### src/rtl/vgachargen_apb_ctrl_if.sv
// APB bus bundle between the vgachargen bus master and vgachargen_apb_ctrl.
interface vgachargen_apb_ctrl_if #(
   parameter int ADDR_W = 14
);
   logic [ADDR_W-1:0] paddr;
   logic              psel;
   logic              penable;
   logic              pwrite;
   logic [31:0]       pwdata;
   logic [3:0]        pstrb;
   logic [31:0]       prdata;
   logic              pready;
   logic              pslverr;

   modport master (
      output paddr, psel, penable, pwrite, pwdata, pstrb,
      input  prdata, pready, pslverr
   );

   modport slave (
      input  paddr, psel, penable, pwrite, pwdata, pstrb,
      output prdata, pready, pslverr
   );
endinterface

### src/rtl/vgachargen_apb_ctrl.sv
// APB slave front-end for vgachargen: char map / col map / char tiff ports plus a map fill engine.
// Define VGACHARGEN_APB_ERR_EN to report unmapped offsets and dropped accesses on pslverr.
module vgachargen_apb_ctrl #(
   parameter int FILL_WORDS = 600,
   parameter int ADDR_W     = 14
) (
   input  logic                 clk_i,
   input  logic                 rst_i,
   vgachargen_apb_ctrl_if.slave apb,
   output logic [9:0]           char_map_addr_o,
   output logic                 char_map_we_o,
   output logic [3:0]           char_map_be_o,
   output logic [31:0]          char_map_wdata_o,
   input  logic [31:0]          char_map_rdata_i,
   output logic [9:0]           col_map_addr_o,
   output logic                 col_map_we_o,
   output logic [3:0]           col_map_be_o,
   output logic [31:0]          col_map_wdata_o,
   input  logic [31:0]          col_map_rdata_i,
   output logic [9:0]           char_tiff_addr_o,
   output logic                 char_tiff_we_o,
   output logic [31:0]          char_tiff_wdata_o,
   input  logic [31:0]          char_tiff_rdata_i,
   output logic                 fill_busy_o
);
   typedef enum logic [1:0] {IDLE, WAIT, ACCESS} state_t;
   typedef enum logic [1:0] {RGN_CHAR, RGN_COL, RGN_TIFF, RGN_REG} rgn_t;

   localparam logic [9:0] LAST_WORD = 10'(FILL_WORDS - 1);

   state_t      state;
   rgn_t        rgn;
   rgn_t        acc_rgn;
   logic        acc_rd;
   logic        pready_q;
   logic [31:0] reg_rdata_q;
   logic [31:0] fill_data;
   logic [31:0] fill_val;
   logic        ctrl_tgt;
   logic        fill_busy;
   logic [9:0]  fill_cnt;
   logic        setup;
   logic        enter_acc;
   logic        mem_go;
   logic        reg_ctrl;
   logic        reg_fdata;
   logic        tiff_ok;
   logic [9:0]  word_addr;
   logic        unused_paddr_lsb;

   assign rgn              = rgn_t'(apb.paddr[ADDR_W-1 -: 2]);
   assign word_addr        = apb.paddr[11:2];
   assign setup            = apb.psel & ~apb.penable;
   assign reg_ctrl         = (word_addr == 10'd0);
   assign reg_fdata        = (word_addr == 10'd1);
   assign tiff_ok          = (apb.pstrb == 4'hF);
   assign unused_paddr_lsb = ^apb.paddr[1:0];

   // Memory cycles are only launched while the fill engine is idle; register accesses never stall.
   assign mem_go    = !fill_busy && ((state == IDLE && setup && rgn != RGN_REG) || state == WAIT);
   assign enter_acc = mem_go || (state == IDLE && setup && rgn == RGN_REG);

`ifdef VGACHARGEN_APB_ERR_EN
   logic acc_err;
   logic pslverr_q;
   assign acc_err = (rgn == RGN_REG) ?
                    (!(reg_ctrl || reg_fdata) || (reg_ctrl && apb.pwrite && apb.pwdata[0] && fill_busy)) :
                    (rgn == RGN_TIFF && apb.pwrite && !tiff_ok);
   assign apb.pslverr = pslverr_q;
`else
   assign apb.pslverr = 1'b0;
`endif

   always_ff @(posedge clk_i or negedge rst_i) begin
      if (!rst_i) begin
         state       <= IDLE;
         acc_rgn     <= RGN_CHAR;
         acc_rd      <= 1'b0;
         pready_q    <= 1'b0;
         reg_rdata_q <= '0;
         fill_data   <= '0;
         fill_val    <= '0;
         ctrl_tgt    <= 1'b0;
         fill_busy   <= 1'b0;
         fill_cnt    <= '0;
`ifdef VGACHARGEN_APB_ERR_EN
         pslverr_q   <= 1'b0;
`endif
      end else begin
         if (fill_busy) begin
            if (fill_cnt == LAST_WORD) fill_busy <= 1'b0;
            fill_cnt <= fill_cnt + 10'd1;
         end

         pready_q <= 1'b0;
`ifdef VGACHARGEN_APB_ERR_EN
         pslverr_q <= 1'b0;
`endif
         case (state)
            IDLE:    if (setup) state <= (rgn != RGN_REG && fill_busy) ? WAIT : ACCESS;
            WAIT:    if (!fill_busy) state <= ACCESS;
            default: state <= IDLE;
         endcase

         // Register side effects and read data are captured at the end of the setup cycle.
         if (enter_acc) begin
            pready_q    <= 1'b1;
            acc_rgn     <= rgn;
            acc_rd      <= !apb.pwrite;
            reg_rdata_q <= '0;
`ifdef VGACHARGEN_APB_ERR_EN
            pslverr_q   <= acc_err;
`endif
            if (rgn == RGN_REG) begin
               if (apb.pwrite) begin
                  if (reg_fdata) fill_data <= apb.pwdata;
                  if (reg_ctrl && !fill_busy) begin
                     ctrl_tgt <= apb.pwdata[1];
                     if (apb.pwdata[0]) begin
                        fill_busy <= 1'b1;
                        fill_cnt  <= '0;
                        fill_val  <= fill_data;
                     end
                  end
               end else if (reg_ctrl) begin
                  reg_rdata_q <= {30'd0, ctrl_tgt, fill_busy};
               end else if (reg_fdata) begin
                  reg_rdata_q <= fill_data;
               end
            end
         end
      end
   end

   always_comb begin
      apb.prdata = '0;
      if (state == ACCESS && acc_rd) begin
         case (acc_rgn)
            RGN_CHAR: apb.prdata = char_map_rdata_i;
            RGN_COL:  apb.prdata = col_map_rdata_i;
            RGN_TIFF: apb.prdata = char_tiff_rdata_i;
            default:  apb.prdata = reg_rdata_q;
         endcase
      end
   end

   always_comb begin
      char_map_addr_o   = '0;
      char_map_we_o     = 1'b0;
      char_map_be_o     = '0;
      char_map_wdata_o  = '0;
      col_map_addr_o    = '0;
      col_map_we_o      = 1'b0;
      col_map_be_o      = '0;
      col_map_wdata_o   = '0;
      char_tiff_addr_o  = '0;
      char_tiff_we_o    = 1'b0;
      char_tiff_wdata_o = '0;
      if (fill_busy) begin
         if (ctrl_tgt) begin
            col_map_addr_o   = fill_cnt;
            col_map_we_o     = 1'b1;
            col_map_be_o     = '1;
            col_map_wdata_o  = fill_val;
         end else begin
            char_map_addr_o  = fill_cnt;
            char_map_we_o    = 1'b1;
            char_map_be_o    = '1;
            char_map_wdata_o = fill_val;
         end
      end else if (mem_go) begin
         case (rgn)
            RGN_CHAR: begin
               char_map_addr_o  = word_addr;
               char_map_we_o    = apb.pwrite;
               char_map_be_o    = apb.pwrite ? apb.pstrb : 4'h0;
               char_map_wdata_o = apb.pwrite ? apb.pwdata : 32'h0;
            end
            RGN_COL: begin
               col_map_addr_o   = word_addr;
               col_map_we_o     = apb.pwrite;
               col_map_be_o     = apb.pwrite ? apb.pstrb : 4'h0;
               col_map_wdata_o  = apb.pwrite ? apb.pwdata : 32'h0;
            end
            RGN_TIFF: begin
               char_tiff_addr_o  = word_addr;
               char_tiff_we_o    = apb.pwrite & tiff_ok;
               char_tiff_wdata_o = (apb.pwrite & tiff_ok) ? apb.pwdata : 32'h0;
            end
            default: ;
         endcase
      end
   end

   assign apb.pready  = pready_q;
   assign fill_busy_o = fill_busy;
endmodule

### src/flat_wrapper.sv
// flat-port wrapper written by rule: the top's interface ports become plain ports
module vgachargen_apb_ctrl_flat 
#(
   parameter int FILL_WORDS = 600,
   parameter int ADDR_W     = 14
)
  (clk_i, rst_i, char_map_addr_o, char_map_we_o, char_map_be_o, char_map_wdata_o, char_map_rdata_i, col_map_addr_o, col_map_we_o, col_map_be_o, col_map_wdata_o, col_map_rdata_i, char_tiff_addr_o, char_tiff_we_o, char_tiff_wdata_o, char_tiff_rdata_i, fill_busy_o, apb_paddr, apb_psel, apb_penable, apb_pwrite, apb_pwdata, apb_pstrb, apb_prdata, apb_pready, apb_pslverr);
  vgachargen_apb_ctrl_if #(.ADDR_W(ADDR_W)) apb_i ();
  input  logic clk_i;
  input  logic rst_i;
  output logic [9:0] char_map_addr_o;
  output logic char_map_we_o;
  output logic [3:0] char_map_be_o;
  output logic [31:0] char_map_wdata_o;
  input  logic [31:0] char_map_rdata_i;
  output logic [9:0] col_map_addr_o;
  output logic col_map_we_o;
  output logic [3:0] col_map_be_o;
  output logic [31:0] col_map_wdata_o;
  input  logic [31:0] col_map_rdata_i;
  output logic [9:0] char_tiff_addr_o;
  output logic char_tiff_we_o;
  output logic [31:0] char_tiff_wdata_o;
  input  logic [31:0] char_tiff_rdata_i;
  output logic fill_busy_o;
  input wire logic [$bits(apb_i.paddr)-1:0] apb_paddr;
  input wire logic [$bits(apb_i.psel)-1:0] apb_psel;
  input wire logic [$bits(apb_i.penable)-1:0] apb_penable;
  input wire logic [$bits(apb_i.pwrite)-1:0] apb_pwrite;
  input wire logic [$bits(apb_i.pwdata)-1:0] apb_pwdata;
  input wire logic [$bits(apb_i.pstrb)-1:0] apb_pstrb;
  output wire logic [$bits(apb_i.prdata)-1:0] apb_prdata;
  output wire logic [$bits(apb_i.pready)-1:0] apb_pready;
  output wire logic [$bits(apb_i.pslverr)-1:0] apb_pslverr;
  assign apb_i.paddr = apb_paddr;
  assign apb_i.psel = apb_psel;
  assign apb_i.penable = apb_penable;
  assign apb_i.pwrite = apb_pwrite;
  assign apb_i.pwdata = apb_pwdata;
  assign apb_i.pstrb = apb_pstrb;
  assign apb_prdata = apb_i.prdata;
  assign apb_pready = apb_i.pready;
  assign apb_pslverr = apb_i.pslverr;
  vgachargen_apb_ctrl #(.FILL_WORDS(FILL_WORDS), .ADDR_W(ADDR_W)) u_core (.clk_i(clk_i), .rst_i(rst_i), .apb(apb_i), .char_map_addr_o(char_map_addr_o), .char_map_we_o(char_map_we_o), .char_map_be_o(char_map_be_o), .char_map_wdata_o(char_map_wdata_o), .char_map_rdata_i(char_map_rdata_i), .col_map_addr_o(col_map_addr_o), .col_map_we_o(col_map_we_o), .col_map_be_o(col_map_be_o), .col_map_wdata_o(col_map_wdata_o), .col_map_rdata_i(col_map_rdata_i), .char_tiff_addr_o(char_tiff_addr_o), .char_tiff_we_o(char_tiff_we_o), .char_tiff_wdata_o(char_tiff_wdata_o), .char_tiff_rdata_i(char_tiff_rdata_i), .fill_busy_o(fill_busy_o));
endmodule
### config.mk
export PLATFORM = sky130hd
export DESIGN_NAME = vgachargen_apb_ctrl_flat
export DESIGN_NICKNAME = d
export VERILOG_FILES = /design/src/rtl/vgachargen_apb_ctrl_if.sv /design/src/rtl/vgachargen_apb_ctrl.sv /design/src/flat_wrapper.sv
export SDC_FILE = /design/constraint.sdc
export NUM_CORES = 1
export LEC_CHECK = 0
export CAP_MARGIN = 20
export CORE_UTILIZATION = 38
export CTS_BUF_LIST = sky130_fd_sc_hd__clkbuf_2 sky130_fd_sc_hd__clkbuf_4 sky130_fd_sc_hd__clkbuf_8
export DETAILED_ROUTE_END_ITERATION = 8
export GPL_ROUTABILITY_DRIVEN = 0
export PLACE_DENSITY = 0.81
export SETUP_SLACK_MARGIN = 0.1
export SYNTH_ARGS = -nofsm -noshare
export SYNTH_HDL_FRONTEND = slang
export SYNTH_SLANG_ARGS = --single-unit
### constraint.sdc
create_clock -name clk_i -period 2.28 [get_ports clk_i]
set_input_delay 0.228 -clock clk_i [delete_from_list [all_inputs] [get_ports clk_i]]
set_output_delay 0.228 -clock clk_i [all_outputs]
set_load 0.02 [all_outputs]
==> results.yml <==
power:
  power_density_nw_per_um2: 523
  p_int_mw: 4.59
  peakVddDrop_uv: 422
  seqPwrFrac: 0.343
  power.switching_mw: 1.68
  power_mw: 6.27
  pwr-share-comb: 0.361
  leakagePower_nw: 5.64
  swShare: 0.268
  clock_power_share: 0.296
synthesis:
  ys_ff_latch: 114
  syn_nets: 705
  synth_edf_count: 0
  seq_area_frac_synth: 0.429
  synth_top_flop_cell: "dfrtp_1"
  syn_inst: 553
  synth_warnings: 0
  syn_avg_cell_area_um2: 12.0
  syn_area_um2: 6650
  synth_cell_types: 44
  async_flop_share: 1.00
die:
  core_um2: 17200
  start_util: 0.387
  num_rows: 48
  fp.dieH_um: 134
  io_pins: 323
  die_area_um2: 18000
  die_x_um: 134
sta:
  rsz0062_at_grt: "yes"
  fmax_mhz: 419
  final_max_slew_viol_count: 0
  finalClockSkew_ns: 0.00909
  finalSetupTns_ns: -3.81
  finalCritPeriodShare: 1.05
  hold_violations: 0
  fin_crit_ns: 2.39
  finalSetupViolCount: 73
  fin_ws_ns: -0.106
global_route:
  track_usage: 0.285
  grt_pass1_wl_um: 38300
  antenna_found_initial: 0
  grt_pass1_vias: 6758
  grt-ovfl-total: 0
  grt_max_degree: 58
worst_setup_path:
  critPathRequiredTime_ns: 2.59
  critPathKind: "reg2reg"
  cp.arrival_ns: 2.70
  worstPathMaxFanout: 17
  worstSetupStartpointType: "flop"
  worstSetupEndpointType: "flop"
  worstReg2RegStart: "u_core.state[1]$_DFFE_PN0P_"
  ff2ff_path_depth: 7
  r2r-end: "u_core.fill_val[21]$_DFFE_PN0P_"
  rrSetupSlack_ns: -0.11
final_layout:
  fin_nets: 1113
  area_delta_synth_final_pct: 80.3
  drive_above_1_share: 0.497
  fin_cells: 1196
  utilization: 0.698
  n_antenna_cell: 0
drt:
  vias: 6764
  finalWirelength_um: 28100
  ant_nets: 0
  initialDrtViolationCount: 369
  firstDrtPassIters: 5
  via_per_inst: 5.66
  drc: 0
  drt-wirelength-per-cell_um: 23.5
cts:
  clockBufferDepth: 2
  cts_tree: "yes"
  clk_pin_slew_ns: 0.06
  clk_latency_ns: 0.43
  root_buffer: "clkbuf_8"
  cts_sinks: 114
  h-tree-depth: 4
  numCtsBuffers: 17
placed_design:
  dpl.cell_count: 1110
  place.port_buffers: 319
  place_ws_ns: -0.467
  dp_hpwl_um: 17800
run:
  cap_viol_max_count: 0
run_status:
  status: "finished, violations left"
  violations: "negative setup slack"
hold_path:
  hold_path.class: "in2async"
[metal layers]
| layer | wire length [um] | GRT usage | share of wire |
|---|---|---|---|
| met1 | 10400 | 0.331 | 0.37 |
| met2 | 14400 | 0.501 | 0.51 |
| met3 | 2530 | 0.0726 | 0.090 |
| met4 | 724 | 0.114 | 0.026 |
| met5 | 0 | 0 | 0 |
[flip-flops by register name (all words and copies together), names as in the netlist]
name,cells
u_core.fill_data,32
u_core.fill_cnt,10
u_core.acc_rd,1
u_core.state,2
u_core.apb.pready,1
u_core.ctrl_tgt,1
u_core.reg_rdata_q,32
u_core.acc_rgn,2
u_core.fill_val,32
u_core.fill_busy_o,1
[metrics by stage]
step                instance area (um2)  hold slack [ns]
finish                            12000            0.342
global route                      12000            0.364
CTS                               11100            0.334
detailed placement                10600            0.259
global placement                  10600            0.255
floorplan                          6650          -0.0676
[synth_stat cells, types with 2 or more instances]
library cell / count / area share
a21o_1: 8 / 0.0090
a22o_1: 114 / 0.15
and2_1: 42 / 0.039
buf_2: 9 / 0.0068
buf_4: 2 / 0.0023
buf_6: 3 / 0.0051
clkbuf_1: 36 / 0.020
dfrtp_1: 114 / 0.43
inv_1: 9 / 0.0051
mux2_1: 2 / 0.0034
mux2_2: 64 / 0.11
mux2i_1: 3 / 0.0045
mux4_2: 32 / 0.11
nand2_1: 11 / 0.0062
nand3_1: 3 / 0.0023
nand4_1: 5 / 0.0047
nor2_1: 16 / 0.0090
nor2b_1: 34 / 0.032
nor3_1: 5 / 0.0038
nor3b_1: 2 / 0.0023
nor4_1: 3 / 0.0028
nor4_2: 3 / 0.0056
o21ai_0: 3 / 0.0023
o31ai_1: 2 / 0.0023
or2_2: 2 / 0.0019
xnor2_1: 6 / 0.0079
xor2_1: 3 / 0.0040
[worst max-delay path: stages (launching register included)]
cell,delay [ns]
dfrtp_1,0.43
buf_6,0.14
or4_4,0.52
or3_4,0.36
nor3_4,0.13
buf_4,0.14
buf_12,0.17
mux2_2,0.36
[kinds of logic (layout without fill, tap and decap cells)]
logic type,count (synthesis),count (layout),synth area share
AOI/OAI and AO/OA,134,134,0.172
and+or+nand+nor,134,134,0.121
DFF,114,114,0.429
muxes,101,101,0.225
buffers and inverters,59,477,0.0395
xor gates and xnor gates,9,9,0.0118
adders and majority gates,1,1,0.00188
other,1,1,0.000564
[cell type report]
type | count | area [um2]
fill | 1251 | 5180
timing repair buffer | 439 | 4550
multi-input combinational | 380 | 3890
sequential | 114 | 2860
clock buffer | 23 | 304
tap | 225 | 282
clock inverter | 6 | 80.1
inverter | 9 | 33.8
[how the worst max path moves through the flow]
stage | start | endpoint | slack, ns | cells past startpoint
finish | u_core.state[1]$_DFFE_PN0P_ | u_core.fill_val[21]$_DFFE_PN0P_ | -0.11 | 7
global route | u_core.state[1]$_DFFE_PN0P_ | u_core.fill_val[0]$_DFFE_PN0P_ | -0.16 | 7
CTS | u_core.state[0]$_DFFE_PN0P_ | char_map_we_o | -0.13 | 6
detailed placement | apb_psel | char_tiff_wdata_o[23] | -0.47 | 7
global placement | apb_psel | char_tiff_wdata_o[25] | -0.39 | 7
floorplan | u_core.state[1]$_DFFE_PN0P_ | u_core.fill_val[10]$_DFFE_PN0P_ | 0.13 | 5
[power by group through the flow]
stage / Sequential, mW / Combinational, mW / Clock, mW
after global routing: 2.16 / 2.39 / 1.97
after floorplan: 2.14 / 0.964 / 0
after CTS: 2.15 / 2.10 / 1.88
after detailed placement: 2.18 / 1.76 / 0
final: 2.15 / 2.27 / 1.85
after global placement: 2.18 / 1.72 / 0
[repair_timing]
item                                    CTS  global route
pin swaps                                 4            14
hold endpoints to repair                114             0
hold buffers                              1             0
endpoints found under the setup margin  212           268
setup buffers                            18            19
cloned                                    7            14
resized for setup                       654           327
[layout by cell type (no fill, tap or decap), types with 14 or more instances in the layout]
cell type and n:
mux2_2 62, clkdlybuf4s50_1 149, clkbuf_8 21, nor2b_1 14, nor2b_4 20, and2_4 26
buf_12 18, buf_2 30, buf_4 96, buf_6 107, a22o_1 113, dfrtp_1 111
mux4_2 32, and2_1 15
Note: power is estimated with default switching activity, not from simulation.
